<file path="config.mk">
export PLATFORM = sky130hd
export DESIGN_NAME = uart_inst_loader_flat
export DESIGN_NICKNAME = d
export VERILOG_FILES = /design/src/rtl/uart_inst_loader_if.sv /design/src/rtl/uart_inst_loader.sv /design/src/flat_wrapper.sv
export SDC_FILE = /design/constraint.sdc
export NUM_CORES = 1
export LEC_CHECK = 0
export CAP_MARGIN = 30
export CORE_MARGIN = 5
export CORE_UTILIZATION = 49
export DETAILED_ROUTE_END_ITERATION = 10
export PLACE_DENSITY = 0.79
export SLEW_MARGIN = 20
export SYNTH_ARGS = -nofsm -noshare
export SYNTH_HDL_FRONTEND = slang
export SYNTH_SLANG_ARGS = --single-unit
</file>
<file path="constraint.sdc">
create_clock -name clk -period 2.2 [get_ports clk]
set_input_delay 0.44 -clock clk [delete_from_list [all_inputs] [get_ports clk]]
set_output_delay 0.44 -clock clk [all_outputs]
set_load 0.01 [all_outputs]
</file>
<file path="src/rtl/uart_inst_loader_if.sv">
`default_nettype none
// +--------------------------------------------------------------------+
// | Module  : uart_inst_loader_if                                       |
// | Brief   : Instruction BRAM write port driven by the UART loader     |
// | Revision: 1.0                                                       |
// +--------------------------------------------------------------------+
interface uart_inst_loader_if #(
  parameter int INST_SIZE = 14
);
  logic                 wr_en;
  logic [INST_SIZE-1:0] wr_addr;
  logic [31:0]          wr_data;

  modport master (output wr_en, wr_addr, wr_data);
  modport slave  (input  wr_en, wr_addr, wr_data);
endinterface
`default_nettype wire

</file>
<file path="src/rtl/uart_inst_loader.sv">
`default_nettype none
// +--------------------------------------------------------------------+
// | Module  : uart_inst_loader                                          |
// | Brief   : UART 8N1 receiver feeding big-endian words into the BRAM  |
// | Revision: 1.0                                                       |
// +--------------------------------------------------------------------+
module uart_inst_loader #(
  parameter int CLK_PER_HALF_BIT = 434,
  parameter int INST_SIZE        = 14
) (
  input  wire logic                 clk,
  input  wire logic                 rstn,
  input  wire logic                 en,
  input  wire logic                 rxd,
  uart_inst_loader_if.master        bus,
  output logic [INST_SIZE:0]        word_count,
  output logic                      done,
  output logic                      overflow,
  output logic                      frame_err
);

  localparam int                C_TW        = $clog2(2 * CLK_PER_HALF_BIT);
  localparam logic [C_TW-1:0]   C_HALF_LOAD = C_TW'(CLK_PER_HALF_BIT - 1);
  localparam logic [C_TW-1:0]   C_FULL_LOAD = C_TW'(2 * CLK_PER_HALF_BIT - 1);
  localparam logic [31:0]       C_SENTINEL  = 32'h0000_003F;
  localparam logic [INST_SIZE:0] C_CAPACITY = (INST_SIZE+1)'(1) << INST_SIZE;

  typedef enum logic [2:0] {
    RX_IDLE  = 3'd0,
    RX_START = 3'd1,
    RX_DATA  = 3'd2,
    RX_STOP  = 3'd3,
    RX_BREAK = 3'd4
  } rx_state_t;

  typedef enum logic [1:0] {
    L_IDLE  = 2'd0,
    L_RECV  = 2'd1,
    L_WRITE = 2'd2,
    L_DONE  = 2'd3
  } ld_state_t;

  rx_state_t r_rx_state, w_rx_next;
  ld_state_t r_ld_state, w_ld_next;

  logic                 r_rxd_s1, r_rxd_s2, r_rxd_prev;
  logic [C_TW-1:0]      r_timer;
  logic [2:0]           r_bit_cnt;
  logic [7:0]           r_shift;
  logic                 w_byte_valid;
  logic                 w_stop_bad;
  logic                 w_timer_zero;
  logic                 w_rxd_fall;

  logic [23:0]          r_word;
  logic [1:0]           r_byte_cnt;
  logic [INST_SIZE-1:0] r_wr_addr;
  logic [31:0]          r_wr_data;
  logic [INST_SIZE:0]   w_count_inc;
  logic                 w_last_word;

  assign w_timer_zero = (r_timer == '0);
  assign w_rxd_fall   = r_rxd_prev & ~r_rxd_s2;
  assign w_count_inc  = word_count + (INST_SIZE+1)'(1);
  assign w_last_word  = (r_wr_data == C_SENTINEL) || (w_count_inc == C_CAPACITY);

  // Sync flops reset high so reset release never looks like a start edge.
  always_ff @(posedge clk) begin
    if (!rstn) begin
      r_rxd_s1   <= 1'b1;
      r_rxd_s2   <= 1'b1;
      r_rxd_prev <= 1'b1;
    end else begin
      r_rxd_s1   <= rxd;
      r_rxd_s2   <= r_rxd_s1;
      r_rxd_prev <= r_rxd_s2;
    end
  end

  always_ff @(posedge clk) begin
    if (!rstn) r_rx_state <= RX_IDLE;
    else       r_rx_state <= w_rx_next;
  end

  always_comb begin
    w_rx_next    = r_rx_state;
    w_byte_valid = 1'b0;
    w_stop_bad   = 1'b0;
    case (r_rx_state)
      RX_IDLE:  if (w_rxd_fall) w_rx_next = RX_START;
      RX_START: if (w_timer_zero) w_rx_next = r_rxd_s2 ? RX_IDLE : RX_DATA;
      RX_DATA:  if (w_timer_zero && r_bit_cnt == 3'd7) w_rx_next = RX_STOP;
      RX_STOP: begin
        if (w_timer_zero) begin
          if (r_rxd_s2) begin
            w_rx_next    = RX_IDLE;
            w_byte_valid = 1'b1;
          end else begin
            w_rx_next  = RX_BREAK;
            w_stop_bad = 1'b1;
          end
        end
      end
      RX_BREAK: if (r_rxd_s2) w_rx_next = RX_IDLE;
      default:  w_rx_next = RX_IDLE;
    endcase
  end

  // Timer is preloaded with the half period while idle, so START samples mid start bit.
  always_ff @(posedge clk) begin
    if (!rstn) begin
      r_timer   <= '0;
      r_bit_cnt <= '0;
      r_shift   <= '0;
      frame_err <= 1'b0;
    end else begin
      if (r_rx_state == RX_IDLE || r_rx_state == RX_BREAK) r_timer <= C_HALF_LOAD;
      else if (w_timer_zero)                               r_timer <= C_FULL_LOAD;
      else                                                 r_timer <= r_timer - 1'b1;

      if (r_rx_state == RX_START) r_bit_cnt <= '0;
      else if (r_rx_state == RX_DATA && w_timer_zero) begin
        r_bit_cnt <= r_bit_cnt + 1'b1;
        r_shift   <= {r_rxd_s2, r_shift[7:1]};
      end

      if (w_stop_bad) frame_err <= 1'b1;
    end
  end

  always_ff @(posedge clk) begin
    if (!rstn) r_ld_state <= L_IDLE;
    else       r_ld_state <= w_ld_next;
  end

  always_comb begin
    w_ld_next = r_ld_state;
    case (r_ld_state)
      L_IDLE: if (en && !done) w_ld_next = L_RECV;
      L_RECV: begin
        if (!en)                                      w_ld_next = L_IDLE;
        else if (w_byte_valid && r_byte_cnt == 2'd3) w_ld_next = L_WRITE;
      end
      L_WRITE: begin
        if (w_last_word) w_ld_next = L_DONE;
        else if (en)     w_ld_next = L_RECV;
        else             w_ld_next = L_IDLE;
      end
      L_DONE:  w_ld_next = L_DONE;
      default: w_ld_next = L_IDLE;
    endcase
  end

  always_ff @(posedge clk) begin
    if (!rstn) begin
      r_word     <= '0;
      r_byte_cnt <= '0;
      r_wr_addr  <= '0;
      r_wr_data  <= '0;
      word_count <= '0;
      done       <= 1'b0;
      overflow   <= 1'b0;
    end else begin
      case (r_ld_state)
        L_RECV: begin
          if (!en) begin
            r_word     <= '0;
            r_byte_cnt <= '0;
          end else if (w_byte_valid) begin
            r_word     <= {r_word[15:0], r_shift};
            r_byte_cnt <= r_byte_cnt + 1'b1;
            // Output registers only move on a real write so they hold otherwise.
            if (r_byte_cnt == 2'd3) begin
              r_wr_data <= {r_word, r_shift};
              r_wr_addr <= word_count[INST_SIZE-1:0];
            end
          end
        end
        L_WRITE: begin
          word_count <= w_count_inc;
          r_byte_cnt <= '0;
          r_word     <= '0;
          if (r_wr_data == C_SENTINEL) begin
            done <= 1'b1;
          end else if (w_count_inc == C_CAPACITY) begin
            done     <= 1'b1;
            overflow <= 1'b1;
          end
        end
        default: ;
      endcase
    end
  end

  assign bus.wr_en   = (r_ld_state == L_WRITE);
  assign bus.wr_addr = r_wr_addr;
  assign bus.wr_data = r_wr_data;

endmodule
`default_nettype wire

</file>
<file path="src/flat_wrapper.sv">
// flat-port wrapper written by rule: the top's interface ports become plain ports
module uart_inst_loader_flat 
#(
  parameter int CLK_PER_HALF_BIT = 434,
  parameter int INST_SIZE        = 14
)
  (clk, rstn, en, rxd, word_count, done, overflow, frame_err, bus_wr_en, bus_wr_addr, bus_wr_data);
  uart_inst_loader_if #(.INST_SIZE(INST_SIZE)) bus_i ();
  input  wire logic clk;
  input  wire logic rstn;
  input  wire logic en;
  input  wire logic rxd;
  output logic [INST_SIZE:0] word_count;
  output logic done;
  output logic overflow;
  output logic frame_err;
  output wire logic [$bits(bus_i.wr_en)-1:0] bus_wr_en;
  output wire logic [$bits(bus_i.wr_addr)-1:0] bus_wr_addr;
  output wire logic [$bits(bus_i.wr_data)-1:0] bus_wr_data;
  assign bus_wr_en = bus_i.wr_en;
  assign bus_wr_addr = bus_i.wr_addr;
  assign bus_wr_data = bus_i.wr_data;
  uart_inst_loader #(.CLK_PER_HALF_BIT(CLK_PER_HALF_BIT), .INST_SIZE(INST_SIZE)) u_core (.clk(clk), .rstn(rstn), .en(en), .rxd(rxd), .bus(bus_i), .word_count(word_count), .done(done), .overflow(overflow), .frame_err(frame_err));
endmodule
</file>
# Word level (Yosys, flattened, before mapping)
# Index checks and enable logic that the tools add are counted.
dict set report classes {
  n_addsub 4
  eq_ne 19
  reduce_logical 22
  mux 30
  bitwise_logic 5
}
# op n
set ops {}
lappend ops {{$mux W24} 2}
lappend ops {{$pmux W24 S2} 1}
lappend ops {{$eq A32 B6 Y1 const B} 1}
lappend ops {{$mux W3} 6}
lappend ops {{$add A15 B1 Y15 const B} 1}
lappend ops {{$eq A15 B15 Y1 const B} 1}
lappend ops {{$pmux W3 S5} 1}
lappend ops {{$mux W2} 7}
lappend ops {{$ne A2 B1 Y1 const B} 6}
lappend ops {{$logic_not A10 Y1} 1}
lappend ops {{$mux W10} 1}
lappend ops {{$sub A10 B1 Y10 const B} 1}
lappend ops {{$mux W1} 9}
lappend ops {{$mux W9} 1}
lappend ops {{$pmux W2 S4} 1}
lappend ops {{$reduce_and A2 Y1} 4}
lappend ops {{$eq A2 B2 Y1 const B} 3}
lappend ops {{$eq A3 B2 Y1 const B} 2}
lappend ops {{$eq A3 B3 Y1 const B} 2}
lappend ops {{$ne A3 B2 Y1 const B} 2}
lappend ops {{$reduce_and A5 Y1} 1}
lappend ops {{$logic_and A1 B1 Y1} 4}
lappend ops {{$not A1 Y1} 4}
lappend ops {{$pmux W2 S2} 1}
lappend ops {{14 further kinds} 17}
dict set report totals {
  reg_bits 119
  output_inout_bits 65
  elab_cells 98
  input_bits 4
}

# Logic depth before layout (Yosys ltp)
# Gate-level depths: netlist of the first run.
dict set report logic_depth {
  ltp_word 7
  ltp_mapped 10
  depth_no_buf 8
}

# Worst setup path after synthesis of the first run
# OpenSTA, ideal clock, no wires.
dict set report synth_path {
  kind {reg-to-reg}
  from {register u_core.r_timer[2]}
  to {register u_core.r_shift[0]}
  path_stages_with_launch 8
  path_slack_ns 0.055
  required_ns 2.084
  synth_period_minus_slack_ns 2.145
  arrival_time_ns 2.029
  setup_ns 0.116
  path_buffers 1
  cell_sequence {dfxtp_1 -> or4_4 -> nor3_4 -> nand2_2 -> or4b_4 -> buf_6 -> mux2i_1 -> nor2b_1}
}
dict set report synth_between {
  elab_chain_len 3
}
# element line_no
set synth_rtl {}
lappend synth_rtl {{from (decl)} uart_inst_loader.sv:47} ;# logic [C_TW-1:0] r_timer;
lappend synth_rtl {{from (signal assigned)} uart_inst_loader.sv:119} ;# else r_timer <= r_timer - 1'b1;
lappend synth_rtl {{$logic_not A10 Y1} uart_inst_loader.sv:62} ;# assign w_timer_zero = (r_timer == '0);
lappend synth_rtl {{$logic_and A1 B1 Y1} uart_inst_loader.sv:122} ;# else if (r_rx_state == RX_DATA && w_timer_zero) begin
lappend synth_rtl {{$reduce_and A2 Y1 (no line)} n/a}
lappend synth_rtl {{to (signal assigned)} uart_inst_loader.sv:124} ;# r_shift <= {r_rxd_s2, r_shift[7:1]};
lappend synth_rtl {{to (decl)} uart_inst_loader.sv:49} ;# logic [7:0] r_shift;
# No other way between the ends.
# A chain may end at the register's enable or synchronous reset.

# Worst setup path in the final report of the first run
dict set report layout_path {
  from {register u_core.r_timer[2]}
  to {register u_core.r_shift[3]}
}
# The elaborated chain is that of the path after synthesis.

==> results.yml, run 1 <==
outcome:
  status: "finished, final reports clean"
yosys:
  yosysSeqAreaShare: 0.464
  synth_edf_count: 0
  postSynthAreaPerCell_um2: 8.49
  dominantRegCellSynth: "dfxtp_1"
  yosysTopAreaCell: "dfxtp_1"
  synth_top_area_share: 0.464
  syn-cell-area_um2: 5130
  yosys-top-cells-area: "dfxtp_1, nand2_1, a21boi_1, nand3_1, ha_1"
  ys_ff_latch: 119
  yosysWarnings: 0
  synthDistinctLibCells: 54
  syn-num-nets: 621
  synthCells: 605
  synthArstFlopShare: 0
routing:
  drc: 0
  dr.pass1.iters: 5
  vias: 4469
  viasPerCell: 5.44
  postRouteAntennaNets: 0
  drt-initial-drc-count: 205
  wl_per_cell_um: 15.3
  postRouteWirelength_um: 12600
timing:
  finalCriticalPeriod_ps: 2200
  relSlewSlack: 0.517
  tightest_slew_ps: 717
  max_freq_mhz: 455
  setup_viol: 0
  finalHoldViolations: 0
  worst_hold_slack_ps: 283
  fin_worst_skew_ps: 7.81
  slew_viol_final: 0
  period_share: 1.00
  rsz0062_at_grt: "yes"
  setup_ws_ps: 0.774
  tns_ps: 0
finish:
  final_cell_mix: "nand2_1, dfxtp_1, clkdlybuf4s50_1, a21boi_1, nand3_1"
  fill_cells: 813
  final_common_cell: "nand2_1"
  area_delta_synth_final_pct: 30.9
  nNetsFinal: 690
  antennaDiodeCount: 0
  drive_gt1_frac: 0.105
die:
  fp.dieW_um: 112
  die_area_um2: 12600
  die_h_um: 112
  core_area_um2: 10300
  initial_utilization: 0.500
  rows: 37
  ios: 69
clock_tree:
  cts_root_buf: "clkbuf_8"
  clk_latency_ps: 510
  htree_levels: 4
  cts_num_sinks: 119
  cts_buffer_depth: 2
  numCtsBuffers: 17
  cts_tree: "built"
  holdBufCountCts: 0
  path_clk_slew_ps: 60
critical_path:
  cp_num_buf_inv: 0
  required_ps: 2630
  cp_slowest_cell: "or4b_4"
  cp_num_cells: 6
  startpoint: "u_core.r_timer[2]$_SDFF_PP0_"
  cp.arrival_ps: 2630
  crit_type: "reg -> reg"
  endpoint: "u_core.r_shift[3]$_SDFFE_PN0P_"
  reg2reg_to: "u_core.r_shift[3]$_SDFFE_PN0P_"
  crit_fanout: 6
  cpLargestDelayFamily: "simple AND/OR/NAND/NOR gates"
  rrSetupSlack_ps: 0.8
  r2r_cells: 6
  end_kind: "register"
  crit_path_max_incr_delay_ps: 630
  path_cells: "or4_4, nor3_4, nand2_2, or4b_4, mux2i_1, nor2b_1"
  start_kind: "register"
  r2r-start: "u_core.r_timer[2]$_SDFF_PP0_"
grt:
  grt_usage: 0.193
  grt_overflow_total: 0
  grt_pass1_wl_um: 20300
  antenna_found_initial: 0
  grt_pass1_vias: 4322
  met2_usage: 0.336
  grt_max_degree: 58
  top_usage_layer: "met2"
  grtUsageMet1: 0.236
  met3_usage: 0.0437
placement:
  gp_congestion: 0.806
  place_ws_ps: 8.61
  port_buffers: 68
  place_hpwl_um: 7870
flow_run:
  drv_cap: 0
worst_hold_path:
  hp-class: "in -> reg"
  min_from: "rstn"
pwr:
  ir_worst_vdd_v: 0.000496
  cellPowerDensity_nw_per_um2: 808
  leakagePower_nw: 2.48
## synth_stat cells (all sizes together) (3+ instances only)
| cell | number |
|---|---|
| nand2 | 146 |
| dfxtp | 119 |
| a21boi | 51 |
| clkbuf | 33 |
| nand3 | 32 |
| o21ai | 31 |
| nor2 | 20 |
| nor2b | 14 |
| nor3 | 14 |
| xnor2 | 13 |
| a21oi | 12 |
| ha | 12 |
| and2 | 11 |
| mux2i | 11 |
| nor4 | 11 |
| buf | 10 |
| xor2 | 9 |
| inv | 5 |
| nand4 | 5 |
| nand2b | 4 |
| o21a | 4 |
| or3 | 4 |
| a311oi | 3 |
| and3 | 3 |
## how the worst min path moves through the flow
stage                                         to  depth (start not counted)  slack, ps
2_1_floorplan         u_core.r_rxd_s2$_SDFF_PN1_                          1        390
3_3_place_gp          u_core.r_rxd_s2$_SDFF_PN1_                          1        390
3_5_place_dp          u_core.r_rxd_s2$_SDFF_PN1_                          1        400
4_1_cts        u_core.r_ld_state[0]$_SDFFE_PN0P_                          3        270
5_1_grt        u_core.r_ld_state[0]$_SDFFE_PN0P_                          3        270
6_report       u_core.r_ld_state[0]$_SDFFE_PN0P_                          3        280
## report_power, final
part / switching [mW] / internal (mW) / total [mW]
combinational: 0.177 / 0.137 / 0.314
sequential: 0.0309 / 2.18 / 2.21
clock: 0.975 / 1.93 / 2.91
total: 1.18 / 4.25 / 5.43
## state kept, by name (all words and copies together), names as in the netlist
name,count
u_core.r_byte_cnt,2
u_core.frame_err,1
u_core.r_word,24
u_core.r_rxd_s2,1
u_core.r_rx_state,3
u_core.r_shift,8
u_core.r_ld_state,2
u_core.r_rxd_prev,1
u_core.word_count,15
u_core.bus.wr_addr,14
u_core.done,1
u_core.bus.wr_data,32
u_core.r_timer,10
u_core.r_rxd_s1,1
u_core.overflow,1
u_core.r_bit_cnt,3
## tightest hold or removal path, cell delays in order
cell and delay [ps]:
buf_2 160, o21ai_0 100, a21oi_1 50
## per-layer routing
metal | wire, um | part of all wire
met1 | 5360 | 0.43
met4 | 255 | 0.020
met5 | 0 | 0
met3 | 675 | 0.054
met2 | 6310 | 0.50
## what timing repair did
action / in CTS / in global routing
buffers inserted: 0 / 3
gates cloned: 0 / 3
setup endpoints to repair: 5 / 31
pin swaps: 0 / 2
resized for setup: 3 / 7
## per-stage QoR
step                cells   util  area [um^2]  power [mW]
floorplan             605      -         5130        2.45
global placement      785  0.582         5980        2.50
detailed placement    785  0.582         5980        2.51
CTS                   816  0.643         6610        5.40
global route          822  0.654         6720        5.61
finish                822  0.654         6720        5.43
## logic make-up (layout without fill, tap and decap cells)
| kind of cell | Yosys count | in the layout | share of synthesized area |
|---|---|---|---|
| adder cells (fa/ha/maj) | 12 | 12 | 0.0292 |
| XOR/XNOR | 22 | 22 | 0.0375 |
| flip-flops | 119 | 119 | 0.464 |
| buffers and inverters | 48 | 128 | 0.0380 |
| AO/OA/AOI/OAI | 115 | 115 | 0.150 |
| AND/OR/NAND/NOR | 277 | 278 | 0.258 |
| multiplexers | 12 | 12 | 0.0236 |
## layout make-up
class                   count  area [um^2]  area share
multi-input cells         439         2610       0.388
flip-flops and latches    119         2390       0.355
repair buffers             92          915       0.136
clock buffers              21          459      0.0683
well taps                 136          170      0.0253
clock inverters            10          168      0.0249
inverters                   5         18.8     0.00279
No activity file was read; power rests on OpenSTA's default activity.
==> run 2, diff against run 1 <==
--- a/config.mk
+++ b/config.mk
@@ -6,8 +6,11 @@
 export NUM_CORES = 1
 export LEC_CHECK = 0
 export CAP_MARGIN = 30
+export CELL_PAD_IN_SITES_DETAIL_PLACEMENT = 1
+export CELL_PAD_IN_SITES_GLOBAL_PLACEMENT = 1
 export CORE_MARGIN = 5
-export CORE_UTILIZATION = 49
+export CORE_UTILIZATION = 37
+export CTS_CLUSTER_DIAMETER = 80
 export DETAILED_ROUTE_END_ITERATION = 10
 export PLACE_DENSITY = 0.79
 export SLEW_MARGIN = 20
==> results.yml, run 2 (synthesis results as in run 1) <==
finish:
  largest_reg_flops: 32
  final_cell_mix: "nand2_1, dfxtp_1, clkdlybuf4s50_1, a21boi_1, nand3_1"
  final_common_cell: "nand2_1"
  nNetsFinal: 695
  drive_gt1_frac: 0.113
  antennaDiodeCount: 0
  area_delta_synth_final_pct: 32.3
pwr:
  pwr-share-comb: 0.061
  leakagePower_nw: 2.50
  internal_power_mw: 4.05
  cellPowerDensity_nw_per_um2: 775
  p_sw_frac: 0.231
  pwr-share-seq: 0.420
  ir_worst_vdd_v: 0.000456
  power_frac_clock: 0.518
  p_sw_mw: 1.22
  p_total_mw: 5.26
timing:
  max_freq_mhz: 450
  tightest_slew_ps: 624
  period_share: 1.01
  slew_viol_final: 0
  tns_ps: -20.7
  finalCriticalPeriod_ps: 2220
  setup_ws_ps: -20.7
  fin_worst_skew_ps: 9.70
  rsz0062_at_grt: "yes"
  setup_viol: 1
  relSlewSlack: 0.580
  finalHoldViolations: 0
grt:
  grt_pass1_vias: 4641
  antenna_found_initial: 0
  grt_overflow_total: 0
  grt_max_degree: 68
  grt_usage: 0.174
  grt_pass1_wl_um: 23000
outcome:
  violations: "negative setup slack"
  status: "complete, but fails checks"
critical_path:
  r2r-start: "u_core.r_timer[3]$_SDFF_PP0_"
  end_kind: "register"
  rrSetupSlack_ps: -20
  crit_fanout: 6
  cp.arrival_ps: 2520
  reg2reg_to: "u_core.r_shift[3]$_SDFFE_PN0P_"
  crit_type: "reg -> reg"
  r2r_cells: 6
  required_ps: 2500
  start_kind: "register"
placement:
  place_hpwl_um: 9330
  place_ws_ps: 2.31
  port_buffers: 68
  gp_congestion: 0.788
die:
  core_area_um2: 13700
  die_h_um: 128
  fp.dieW_um: 128
  initial_utilization: 0.374
  ios: 69
  die_area_um2: 16300
  rows: 43
routing:
  dr.pass1.iters: 4
  postRouteAntennaNets: 0
  viasPerCell: 5.24
  vias: 4568
  postRouteWirelength_um: 14100
  drt-initial-drc-count: 205
  drc: 0
  wl_per_cell_um: 16.2
worst_hold_path:
  hp-class: "reg -> reg"
  min_from: "u_core.r_rxd_s1$_SDFF_PN1_"
  whs_endpoint: "u_core.r_rxd_s2$_SDFF_PN1_"
  hold_path_depth: 1
clock_tree:
  clk_latency_ps: 420
  cts_root_buf: "clkbuf_16"
  numCtsBuffers: 17
  path_clk_slew_ps: 60
  cts_num_sinks: 119
  htree_levels: 4
  cts_tree: "built"
  cts_buffer_depth: 2
  holdBufCountCts: 0
flow_run:
  drv_cap: 0
run 2: cell types whose count changed in the layout (fill, tap and decap cells not counted), moves of 2 or more:
cell | before | now
buf_4 | 20 | 24
bufinv_16 | 4 | 2
clkbuf_8 | 4 | 2
clkinv_2 | 1 | 3
clkinvlp_4 | 1 | 3
dfxtp_1 | 116 | 118
dfxtp_2 | 3 | 1
nor4_1 | 11 | 9
nor4_2 | 0 | 2
run 2: how the worst max path moves through the flow:
stage	start	end	slack [ps]	cells past startpoint
global route	u_core.r_timer[3]$_SDFF_PP0_	u_core.r_shift[3]$_SDFFE_PN0P_	-80	6
finish	u_core.r_timer[3]$_SDFF_PP0_	u_core.r_shift[3]$_SDFFE_PN0P_	-20	6
floorplan	u_core.r_timer[2]$_SDFF_PP0_	u_core.r_shift[0]$_SDFFE_PN0P_	60	7
detailed placement	u_core.r_timer[3]$_SDFF_PP0_	u_core.r_shift[3]$_SDFFE_PN0P_	2	6
CTS	u_core.r_timer[3]$_SDFF_PP0_	u_core.r_shift[3]$_SDFFE_PN0P_	-40	6
global placement	u_core.r_timer[3]$_SDFF_PP0_	u_core.r_bit_cnt[1]$_SDFFE_PP0P_	80	6
run 2: power groups by stage:
stage	Combinational (mW)	Sequential [mW]	Clock [mW]
after floorplan	0.207	2.25	0
after global placement	0.258	2.25	0
after detailed placement	0.268	2.26	0
after CTS	0.272	2.21	2.77
after global routing	0.353	2.22	2.87
final	0.322	2.21	2.73
run 2: per-layer routing:
metal  GRT usage  part of all wire  up-vias
met5           0                 0        -
met4      0.0581             0.013        0
met3      0.0467             0.040       10
met2       0.294              0.51       85
met1       0.213              0.44     2251
li1            -                 -     2222
run 2: worst max-delay path, cell delays in order, from the launching register on:
cell,delay (ps)
dfxtp_2,330
or4_4,550
nor3_4,200
nand2_2,90
or4b_4,620
mux2i_1,220
nor2b_1,90
run 2: per-stage QoR:
step / cells / util / hold slack [ps] / area (um^2)
4_1_cts: 866 / 0.486 / 415 / 6670
5_1_grt: 872 / 0.495 / 446 / 6800
3_3_place_gp: 834 / 0.443 / 393 / 6080
6_report: 872 / 0.495 / 409 / 6800
3_5_place_dp: 834 / 0.443 / 399 / 6080
2_1_floorplan: 605 / - / 386 / 5130
run 2: cell type report:
class | instances | area [um^2]
Sequential cell | 119 | 2380
Clock buffer | 21 | 460
Multi-Input combinational cell | 439 | 2620
Inverter | 5 | 18.8
Timing Repair Buffer | 97 | 965
Fill cell | 1594 | 6920
Clock inverter | 11 | 124
Tap cell | 180 | 225
run 2: timing repair:
action | CTS | global route
resized for setup | 4 | 7
pin swaps | 0 | 3
hold endpoints to repair | 0 | 0
gates cloned | 0 | 3
setup buffers | 0 | 3
endpoints found under the setup margin | 3 | 20
==> run 3, diff against run 2 <==
--- a/config.mk
+++ b/config.mk
@@ -5,12 +5,11 @@
 export SDC_FILE = /design/constraint.sdc
 export NUM_CORES = 1
 export LEC_CHECK = 0
-export CAP_MARGIN = 30
+export CAP_MARGIN = 15
 export CELL_PAD_IN_SITES_DETAIL_PLACEMENT = 1
 export CELL_PAD_IN_SITES_GLOBAL_PLACEMENT = 1
 export CORE_MARGIN = 5
 export CORE_UTILIZATION = 37
-export CTS_CLUSTER_DIAMETER = 80
 export DETAILED_ROUTE_END_ITERATION = 10
 export PLACE_DENSITY = 0.79
 export SLEW_MARGIN = 20
==> results of run 3 <==
The final DEF is identical to that of run 2; final timing and power are the same.
